===== config.mk =====
export PLATFORM = sky130hd
export DESIGN_NAME = zap_wb_arbiter
export DESIGN_NICKNAME = d
export VERILOG_FILES = /design/src/rtl/zap_wb_arbiter.sv
export SDC_FILE = /design/constraint.sdc
export NUM_CORES = 1
export LEC_CHECK = 0
export ABC_AREA = 1
export CAP_MARGIN = 15
export CORE_AREA = 3 3 175 177
export DETAILED_ROUTE_END_ITERATION = 10
export DIE_AREA = 0 0 178 180
export DONT_BUFFER_PORTS = 1
export SYNTH_ARGS = -nofsm -noshare
export SYNTH_HDL_FRONTEND = slang
export SYNTH_SLANG_ARGS = --single-unit
export TNS_END_PERCENT = 100

===== constraint.sdc =====
create_clock -name i_clk -period 1.9 [get_ports i_clk]
set_input_delay 0.19 -clock i_clk [delete_from_list [all_inputs] [get_ports i_clk]]
set_output_delay 0.19 -clock i_clk [all_outputs]
set_load 0.02 [all_outputs]

===== src/rtl/zap_wb_arbiter.sv =====
// Round-robin Wishbone arbiter: NUM_MASTERS requesters share one bus, with no preemption.
// Define ZAP_WB_ARBITER_TIMEOUT_EN to add the stalled-strobe watchdog (bus error plus requester mask).
module zap_wb_arbiter #(
  parameter int unsigned NUM_MASTERS    = 4,
  parameter int unsigned TIMEOUT_CYCLES = 255
) (
  input  logic                      i_clk,
  input  logic                      i_reset_n,
  input  logic [NUM_MASTERS-1:0]    i_m_cyc,
  input  logic [NUM_MASTERS-1:0]    i_m_stb,
  input  logic [NUM_MASTERS-1:0]    i_m_wen,
  input  logic [4*NUM_MASTERS-1:0]  i_m_sel,
  input  logic [32*NUM_MASTERS-1:0] i_m_adr,
  input  logic [32*NUM_MASTERS-1:0] i_m_dat,
  input  logic [3*NUM_MASTERS-1:0]  i_m_cti,
  output logic [NUM_MASTERS-1:0]    o_m_ack,
  output logic [NUM_MASTERS-1:0]    o_m_err,
  output logic [31:0]               o_m_dat,
  output logic                      o_wb_cyc,
  output logic                      o_wb_stb,
  output logic                      o_wb_wen,
  output logic [3:0]                o_wb_sel,
  output logic [31:0]               o_wb_adr,
  output logic [31:0]               o_wb_dat,
  output logic [2:0]                o_wb_cti,
  input  logic [31:0]               i_wb_dat,
  input  logic                      i_wb_ack,
  output logic [NUM_MASTERS-1:0]    o_grant
);

  localparam int unsigned IW = (NUM_MASTERS > 1) ? $clog2(NUM_MASTERS) : 1;

  typedef enum logic {IDLE, OWN} state_t;

  state_t                 r_state, w_state_nx;
  logic [NUM_MASTERS-1:0] r_grant;
  logic [IW-1:0]          r_gidx;
  logic [IW-1:0]          r_last;
  logic [NUM_MASTERS-1:0] w_req;
  logic                   w_found;
  logic [IW-1:0]          w_nidx;
  int unsigned            w_k;
  logic                   w_timeout;
  logic                   w_cyc_g;

`ifdef ZAP_WB_ARBITER_TIMEOUT_EN
  logic [15:0]            r_tmo;
  logic [NUM_MASTERS-1:0] r_mask;

  assign w_timeout = (r_state == OWN) && o_wb_stb && !i_wb_ack &&
                     (r_tmo == 16'(TIMEOUT_CYCLES - 1));
  assign w_req     = i_m_cyc & ~r_mask;
  assign o_m_err   = w_timeout ? r_grant : '0;

  always_ff @(posedge i_clk or negedge i_reset_n) begin
    if (!i_reset_n) begin
      r_tmo  <= '0;
      r_mask <= '0;
    end else begin
      if (r_state != OWN || i_wb_ack || w_timeout)
        r_tmo <= '0;
      else if (o_wb_stb)
        r_tmo <= r_tmo + 16'd1;
      // A timed-out master stays masked until it lets go of cyc.
      r_mask <= (r_mask | (w_timeout ? r_grant : '0)) & i_m_cyc;
    end
  end
`else
  assign w_timeout = 1'b0;
  assign w_req     = i_m_cyc;
  assign o_m_err   = '0;
`endif

  // Round-robin scan starting just above the last granted master.
  always_comb begin
    w_found = 1'b0;
    w_nidx  = '0;
    w_k     = 0;
    for (int unsigned i = 0; i < NUM_MASTERS; i++) begin
      w_k = (32'(r_last) + 1 + i) % NUM_MASTERS;
      if (!w_found && w_req[w_k]) begin
        w_found = 1'b1;
        w_nidx  = IW'(w_k);
      end
    end
  end

  assign w_cyc_g = i_m_cyc[r_gidx];

  always_comb begin
    w_state_nx = r_state;
    case (r_state)
      IDLE:    if (w_found) w_state_nx = OWN;
      OWN:     if (!w_cyc_g || w_timeout) w_state_nx = IDLE;
      default: w_state_nx = IDLE;
    endcase
  end

  always_ff @(posedge i_clk or negedge i_reset_n) begin
    if (!i_reset_n) begin
      r_state <= IDLE;
      r_grant <= '0;
      r_gidx  <= '0;
      r_last  <= IW'(NUM_MASTERS - 1);
    end else begin
      r_state <= w_state_nx;
      if (r_state == IDLE && w_found) begin
        r_grant <= NUM_MASTERS'(1) << w_nidx;
        r_gidx  <= w_nidx;
        r_last  <= w_nidx;
      end else if (w_state_nx == IDLE) begin
        r_grant <= '0;
      end
    end
  end

  always_comb begin
    o_wb_cyc = 1'b0;
    o_wb_stb = 1'b0;
    o_wb_wen = 1'b0;
    o_wb_sel = '0;
    o_wb_adr = '0;
    o_wb_dat = '0;
    o_wb_cti = 3'b000;
    o_m_ack  = '0;
    if (r_state == OWN) begin
      o_wb_cyc = w_cyc_g;
      o_wb_stb = i_m_stb[r_gidx];
      o_wb_wen = i_m_wen[r_gidx];
      o_wb_sel = i_m_sel[4*r_gidx +: 4];
      o_wb_adr = i_m_adr[32*r_gidx +: 32];
      o_wb_dat = i_m_dat[32*r_gidx +: 32];
      o_wb_cti = i_m_cti[3*r_gidx +: 3];
      o_m_ack  = i_wb_ack ? r_grant : '0;
    end
  end

  assign o_m_dat = i_wb_dat;
  assign o_grant = r_grant;

endmodule


==> results of run 1 <==
## logic make-up after synthesis
kind of cell / after synthesis
AOI/OAI and AO/OA: 230
buffers and inverters: 114
DFF: 9
other: 1
and+or+nand+nor: 363
## timing repair
action                     4_1_cts  5_1_grt
gates cloned                     6        8
pin swaps                        7       29
hold endpoints to repair         9        0
hold buffers                     1        0
setup endpoints to repair       24       74
buffers inserted                 4        1
gates resized for setup         39       58
## cell type report
class                           count  area, µm²
Clock inverter                      1      5.005
Fill cell                        3387      24530
Inverter                           19      88.84
Sequential cell                     9      235.2
Clock buffer                        3      75.07
Multi-Input combinational cell    597       2799
Antenna cell                        5      12.51
Tap cell                          390      488.0
Timing Repair Buffer              106       1170
## layer usage
| layer | global-route usage | vias to the layer above |
|---|---|---|
| met1 | 0.1302 | 2278 |
| li1 | - | 2338 |
| met4 | 0.02985 | 4 |
| met2 | 0.2007 | 354 |
| met3 | 0.03359 | 44 |
| met5 | 0 | - |
## sequential cells by signal, summed over array words and instances, names as in the netlist
| name | count |
|---|---|
| o_grant | 4 |
| r_gidx | 2 |
| r_last | 2 |
| r_state | 1 |
## power breakdown
group	leakage (nW)	internal (mW)	switching [mW]
combinational	1.84	3.78	5.90
clock	0.0409	0.278	0.0989
sequential	0.109	0.303	0.180
## per-stage QoR
step / instance area (µm²) / worst slack [ns] / power (mW)
finish: 4873 / -0.04032 / 10.54
global route: 4866 / -0.1300 / 11.45
CTS: 4597 / -0.08291 / 9.923
detailed placement: 4197 / -0.03998 / 8.560
global placement: 4197 / 0.01149 / 8.391
floorplan: 3502 / 0.3024 / 5.839
## cell usage in the layout, fill, tap and decap left out, drive strengths merged
master	Yosys	layout
nor2	303	303
o21ai	154	154
buf	70	97
a21oi	74	74
nand2	47	47
inv	19	19
clkbuf	25	9
nand3	9	9
dfrtp	7	7
diode	0	5
nand4	4	4
conb	1	4
o21bai	2	2
bufbuf	0	2
dfstp	2	2
clkinv	0	1
dlygate4sd3	0	1
## worst max-delay path by stage
stage | slack [ns] | depth (start not counted) | end
floorplan | 0.30 | 6 | o_wb_adr[0]
global placement | 0.01 | 7 | o_wb_dat[24]
detailed placement | -0.04 | 7 | o_wb_dat[24]
CTS | -0.08 | 8 | o_wb_dat[15]
global route | -0.13 | 7 | o_wb_dat[30]
finish | -0.04 | 7 | o_wb_adr[0]
==> tab_implementation.tex, run 1 <==
\begin{tabular}{lr}
\hline
Metric & Value \\
\hline
\multicolumn{2}{l}{\textbf{Synth}} \\
\quad Most area-consuming cells after synthesis & nor2\_1 (32\%), o21ai\_0 (21\%), a21oi\_1 (11\%) \\
\quad Arithmetic-cell share of the synthesized area counting full adders, half adders and majority gates & 0 \\
\quad Simple-gate share of the synthesized area & 0.4229 \\
\quad Multiplexer fraction of the synthesized cell area & 0 \\
\quad Yosys warns & 0 \\
\quad Cell area after synthesis & 3491 µm² \\
\quad Most frequent cell after synthesis & nor2\_1 \\
\quad Area fraction of the dominant cell type after synthesis & 0.3247 \\
\quad Combinational family with the most area after synthesis & simple AND/OR/NAND/NOR gates \\
\quad Count of distinct cell types in the synthesized netlist & 25 \\
\quad EDFF count, synth & 0 \\
\quad Post-Synth XOR/XNOR Area & 0 \\
\quad Number of cells produced by synthesis & 717 \\
\quad Share of synthesized registers carrying an async set or reset & 1.000 \\
\quad Library cell occupying the most area in the post-synthesis netlist & nor2\_1 \\
\quad Commonest register cell after synthesis & dfrtp\_1 \\
\quad Synth Area per Inst & 4.869 µm² \\
\quad Register bit count reported by yosys & 9 \\
\quad Compound-Gate Fraction of Synth Area & 0.3344 \\
\quad Most frequent cells after synthesis & nor2\_1 (302), o21ai\_0 (147), a21oi\_1 (74) \\
\quad Register area share after synthesis & 0.06523 \\
\multicolumn{2}{l}{\textbf{Die}} \\
\quad Initial standard-cell utilization of the core & 0.1187 \\
\quad Die outline area & 32040 µm² \\
\quad Die outline height & 180 µm \\
\quad Core box area & 29400 µm² \\
\quad Count of pins on the block boundary & 449 \\
\quad Row cnt & 63 \\
\quad Die width & 178 µm \\
\multicolumn{2}{l}{\textbf{Clock tree}} \\
\quad Clock Tree Root & clkbuf\_16 \\
\quad Clock latency at the later pin of the worst-skew pair & 0.24 ns \\
\quad Cts bufs inserted & 3 \\
\quad Count of clock tree sinks & 9 \\
\quad Largest buffer count on any clock path & 2 \\
\quad Maximum level of the CTS H-tree & 1 \\
\quad CTS tree & done \\
\quad Clk pin slew, worst setup/hold paths & 0.05 ns \\
\multicolumn{2}{l}{\textbf{Worst setup path}} \\
\quad Crit Path Class & flip-flop to primary output \\
\quad CP max FO & 7 \\
\quad Critical Path Most Common Cell & nor2\_1 \\
\quad CP Launch Point & r\_gidx[0]\$\_DFFE\_PN0P\_ \\
\quad Slowest cell on the critical path & dfrtp\_4 \\
\quad Top cell family by delay on the critical path & flip-flops \\
\quad Data arrival at the endpoint of the critical path & 1.75 ns \\
\quad Crit path launch type & flip-flop \\
\quad Endpoint kind of the worst setup timing path & primary output \\
\quad Required time worst endpoint & 1.71 ns \\
\quad Maximum cell stage delay along the critical path & 0.53 ns \\
\quad Register-to-register setup slack & 0.22 ns \\
\quad Buffers \& Inverters on Critical Path & 3 \\
\quad Length in cells of the worst reg-to-reg path & 11 \\
\quad Critical register-to-register path startpoint & r\_last[0]\$\_DFFE\_PN1P\_ \\
\quad CP cell instances & buf\_12 > clkbuf\_16 > nor2\_1 > nor2\_1 > o21ai\_1 > a21oi\_1 > buf\_4 \\
\quad R2R Path End & r\_gidx[0]\$\_DFFE\_PN0P\_ \\
\multicolumn{2}{l}{\textbf{Run status}} \\
\quad Violated checks & setup timing \\
\quad Outcome & complete, but fails checks \\
\multicolumn{2}{l}{\textbf{Timing}} \\
\quad Final-layout setup total negative slack & -0.1606 ns \\
\quad Count of endpoints failing setup in the final report & 10 \\
\quad Worst setup slack after layout & -0.04032 ns \\
\quad Final worst clock skew & 0.01032 ns \\
\quad Slew at the pin with the worst max-slew slack & 0.5231 ns \\
\quad Endpoints failing hold & 0 \\
\quad Number of slew-limit violations in the final report & 0 \\
\quad Share of the clock period used by the worst path & 1.021 \\
\quad Worst max-slew margin expressed relative to the limit & 0.6513 \\
\quad Max Clk Rate & 515.4 MHz \\
\quad Time the worst path needs with I/O delays and setup & 1.940 ns \\
\quad RSZ-0062 raised after global routing & true \\
\quad Minimum hold slack & 0.3336 ns \\
\multicolumn{2}{l}{\textbf{Layout}} \\
\quad Area delta synth->final & 39.61\% \\
\quad Finished Layout Cells & 1130 \\
\quad Fraction of final layout cells sized beyond drive strength 1 & 0.2435 \\
\quad Core utilization of the finished layout & 0.1658 \\
\quad Final layout net count & 1067 \\
\multicolumn{2}{l}{\textbf{Place}} \\
\quad \# port buffers & 0 \\
\quad Detailed Place HPWL & 14940 µm \\
\quad Post-placement cell count & 1102 \\
\quad Final Wtd Congestion & 0.7755 \\
\multicolumn{2}{l}{\textbf{Global routing}} \\
\quad GRT Util Overall & 0.1128 \\
\quad Total global routing overflow & 0 \\
\quad Number of antenna violations at the first check in global routing & 5 \\
\quad First-pass GRT wire length & 27510 µm \\
\quad Via count of the first global-routing pass & 4534 \\
\quad Largest net degree at the start of global routing & 44 \\
\multicolumn{2}{l}{\textbf{Routing}} \\
\quad Met1 wire length & 8712 µm \\
\quad Detailed-route wire length per cell & 19.77 µm \\
\quad Met3 wire length & 2485 µm \\
\quad Final Routed Wirelength & 22340 µm \\
\quad Total met2 wirelength after detailed routing & 10470 µm \\
\quad Via count & 5018 \\
\quad DRC violations left & 0 \\
\quad Number of detailed-route iterations in the first pass & 4 \\
\quad DRC violation total after the first TritonRoute iteration & 369 \\
\quad Highest layer used for signal routing & met5 \\
\quad Vias per inst & 4.441 \\
\quad Number of routed nets with antenna violations & 0 \\
\multicolumn{2}{l}{\textbf{Job}} \\
\quad Number of max-capacitance violations reported & 0 \\
\multicolumn{2}{l}{\textbf{Min path}} \\
\quad Kind of path behind the tightest hold check & primary input to async pin \\
\multicolumn{2}{l}{\textbf{Pwr}} \\
\quad Static leakage power & 1.990 nW \\
\quad Maximum vdd drop & 0.0007917 V \\
\quad PD cells & 2162 nW/µm² \\
\hline
\end{tabular}
Note: power is estimated with default switching activity, not from simulation.
==> run 2: changes to the inputs <==
--- a/config.mk
+++ b/config.mk
@@ -11,6 +11,7 @@
 export DETAILED_ROUTE_END_ITERATION = 10
 export DIE_AREA = 0 0 178 180
 export DONT_BUFFER_PORTS = 1
+export PLACE_DENSITY = 0.3
 export SYNTH_ARGS = -nofsm -noshare
 export SYNTH_HDL_FRONTEND = slang
 export SYNTH_SLANG_ARGS = --single-unit
==> tab_implementation.tex, run 2 (synthesized netlist as in run 1, its figures left out) <==
\begin{tabular}{lr}
\hline
Metric & Value \\
\hline
\multicolumn{2}{l}{\textbf{Timing}} \\
\quad Worst setup slack after layout & -0.03747 ns \\
\quad Minimum hold slack & 0.3365 ns \\
\quad Final worst clock skew & 0.0009910 ns \\
\quad Number of slew-limit violations in the final report & 0 \\
\quad Max Clk Rate & 516.1 MHz \\
\quad Endpoints failing hold & 0 \\
\quad Final-layout setup total negative slack & -0.07613 ns \\
\quad Slew at the pin with the worst max-slew slack & 0.5496 ns \\
\quad Count of endpoints failing setup in the final report & 5 \\
\quad Time the worst path needs with I/O delays and setup & 1.937 ns \\
\quad Worst max-slew margin expressed relative to the limit & 0.6336 \\
\quad RSZ-0062 raised after global routing & true \\
\quad Share of the clock period used by the worst path & 1.020 \\
\multicolumn{2}{l}{\textbf{Routing}} \\
\quad Number of detailed-route iterations in the first pass & 4 \\
\quad Detailed-route wire length per cell & 17.46 µm \\
\quad Vias per inst & 4.231 \\
\quad DRC violation total after the first TritonRoute iteration & 287 \\
\quad Via count & 4768 \\
\quad Final Routed Wirelength & 19680 µm \\
\quad DRC violations left & 0 \\
\quad Number of routed nets with antenna violations & 0 \\
\multicolumn{2}{l}{\textbf{Die}} \\
\quad Count of pins on the block boundary & 449 \\
\quad Die outline height & 180 µm \\
\quad Die width & 178 µm \\
\quad Core box area & 29400 µm² \\
\quad Row cnt & 63 \\
\quad Initial standard-cell utilization of the core & 0.1187 \\
\quad Die outline area & 32040 µm² \\
\multicolumn{2}{l}{\textbf{Place}} \\
\quad Final Wtd Congestion & 0.7927 \\
\quad Post-placement cell count & 1113 \\
\quad \# port buffers & 0 \\
\quad Detailed Place HPWL & 14420 µm \\
\multicolumn{2}{l}{\textbf{Pwr}} \\
\quad Combinational fraction of design power & 0.913 \\
\quad Power share of the clock group & 0.037 \\
\quad Design internal power & 4.198 mW \\
\quad PD cells & 2117 nW/µm² \\
\quad Fraction of power spent switching nets & 0.5810 \\
\quad Net switching power of the design & 5.821 mW \\
\quad Maximum vdd drop & 0.0007668 V \\
\quad Static leakage power & 1.952 nW \\
\quad Overall Power & 10.02 mW \\
\quad Power share of the sequential group & 0.050 \\
\multicolumn{2}{l}{\textbf{Clock tree}} \\
\quad Largest buffer count on any clock path & 2 \\
\quad Clock latency at the later pin of the worst-skew pair & 0.23 ns \\
\quad Clock Tree Root & clkbuf\_16 \\
\quad CTS tree & done \\
\quad Cts bufs inserted & 3 \\
\quad Maximum level of the CTS H-tree & 1 \\
\quad Count of clock tree sinks & 9 \\
\quad Clk pin slew, worst setup/hold paths & 0.04 ns \\
\multicolumn{2}{l}{\textbf{Job}} \\
\quad Number of max-capacitance violations reported & 0 \\
\multicolumn{2}{l}{\textbf{Layout}} \\
\quad Final layout net count & 1069 \\
\quad Area delta synth->final & 35.59\% \\
\quad Most common cell after layout, fill and taps aside & nor2\_1 \\
\quad Flip-flop count of the largest register after layout & 4 \\
\quad Number of diodes added for antenna fixing & 0 \\
\quad Finished Layout Cells & 1127 \\
\quad Commonest non-fill, non-tap cells in the layout & nor2\_1 (293), o21ai\_0 (133), buf\_4 (79), a21oi\_1 (71), nand2\_1 (29) \\
\quad Fraction of final layout cells sized beyond drive strength 1 & 0.2157 \\
\quad Number of filler instances in the final layout & 3465 \\
\multicolumn{2}{l}{\textbf{Worst setup path}} \\
\quad CP max FO & 9 \\
\quad Endpoint kind of the worst setup timing path & primary output \\
\quad Register-to-register setup slack & 0.25 ns \\
\quad Crit Path Class & flip-flop to primary output \\
\quad Crit path launch type & flip-flop \\
\quad Required time worst endpoint & 1.71 ns \\
\quad Data arrival at the endpoint of the critical path & 1.75 ns \\
\multicolumn{2}{l}{\textbf{Global routing}} \\
\quad GRT Util Overall & 0.1011 \\
\quad First-pass GRT wire length & 25800 µm \\
\quad Via count of the first global-routing pass & 4580 \\
\quad Number of antenna violations at the first check in global routing & 0 \\
\quad Total global routing overflow & 0 \\
\quad Largest net degree at the start of global routing & 61 \\
\multicolumn{2}{l}{\textbf{Run status}} \\
\quad Violated checks & setup timing \\
\quad Outcome & complete, but fails checks \\
\multicolumn{2}{l}{\textbf{Min path}} \\
\quad Kind of path behind the tightest hold check & primary input to async pin \\
\hline
\end{tabular}
-- run 2: area by class of cell --
class / instances / area, µm² / share of cell area
flip-flops and latches: 9 / 235.2 / 0.04970
multi-input cells: 597 / 2710 / 0.5726
repair buffers: 108 / 1130 / 0.2387
clock buffers: 4 / 78.83 / 0.01665
well taps: 390 / 488.0 / 0.1031
inverters: 19 / 91.34 / 0.01930
-- run 2: worst max-delay path: stages (launching register included) --
cell,delay (ns)
dfrtp_4,0.54
buf_12,0.18
buf_4,0.16
nor2_1,0.05
nor2_1,0.12
o21ai_0,0.13
a21oi_2,0.19
buf_6,0.14
-- run 2: path summary, 6_finish.rpt --
path,from,endpoint,cells past startpoint
min,i_reset_n,o_grant[2]$_DFFE_PN0P_,1
min in group i_clk,i_wb_dat[0],o_m_dat[0],0
max in group asynchronous,i_reset_n,r_gidx[0]$_DFFE_PN0P_,1
max,r_gidx[0]$_DFFE_PN0P_,o_wb_adr[29],7
min reg2reg,r_last[1]$_DFFE_PN1P_,r_last[1]$_DFFE_PN1P_,2
max reg2reg,r_last[0]$_DFFE_PN1P_,r_gidx[1]$_DFFE_PN0P_,11
-- run 2: through the flow --
stage	util	setup WS [ns]	instance area [µm²]
3_3_place_gp	0.1464	0.1574	4304
4_1_cts	0.1508	-0.05671	4434
5_1_grt	0.1610	-0.1007	4733
6_report	0.1610	-0.03747	4733
3_5_place_dp	0.1464	0.1896	4304
2_1_floorplan	-	0.3024	3502
-- run 2: routing by layer --
metal / part of all wire / vias to the layer above / global-route usage
met5: 0 / - / 0
met4: 0.016 / 0 / 0.02074
met3: 0.091 / 30 / 0.02408
met2: 0.50 / 255 / 0.1914
met1: 0.39 / 2153 / 0.1131
li1: - / 2330 / -
-- run 2: timing repair --
action / 4_1_cts / 5_1_grt
setup buffers: 0 / 2
cloned: 0 / 7
hold buffers: 1 / 0
resized for setup: 11 / 44
pin swaps: 1 / 6
endpoints found under the setup margin: 26 / 64
hold endpoints to repair: 9 / 0
-- run 2: power by group through the flow --
| stage | combinational [mW] | sequential, mW | clock (mW) |
|---|---|---|---|
| 4_1_cts | 8.51 | 0.485 | 0.379 |
| 3_5_place_dp | 8.38 | 0.484 | 0 |
| 2_1_floorplan | 5.49 | 0.345 | 0 |
| 3_3_place_gp | 8.36 | 0.479 | 0 |
| 6_report | 9.15 | 0.501 | 0.367 |
| 5_1_grt | 10.0 | 0.518 | 0.388 |
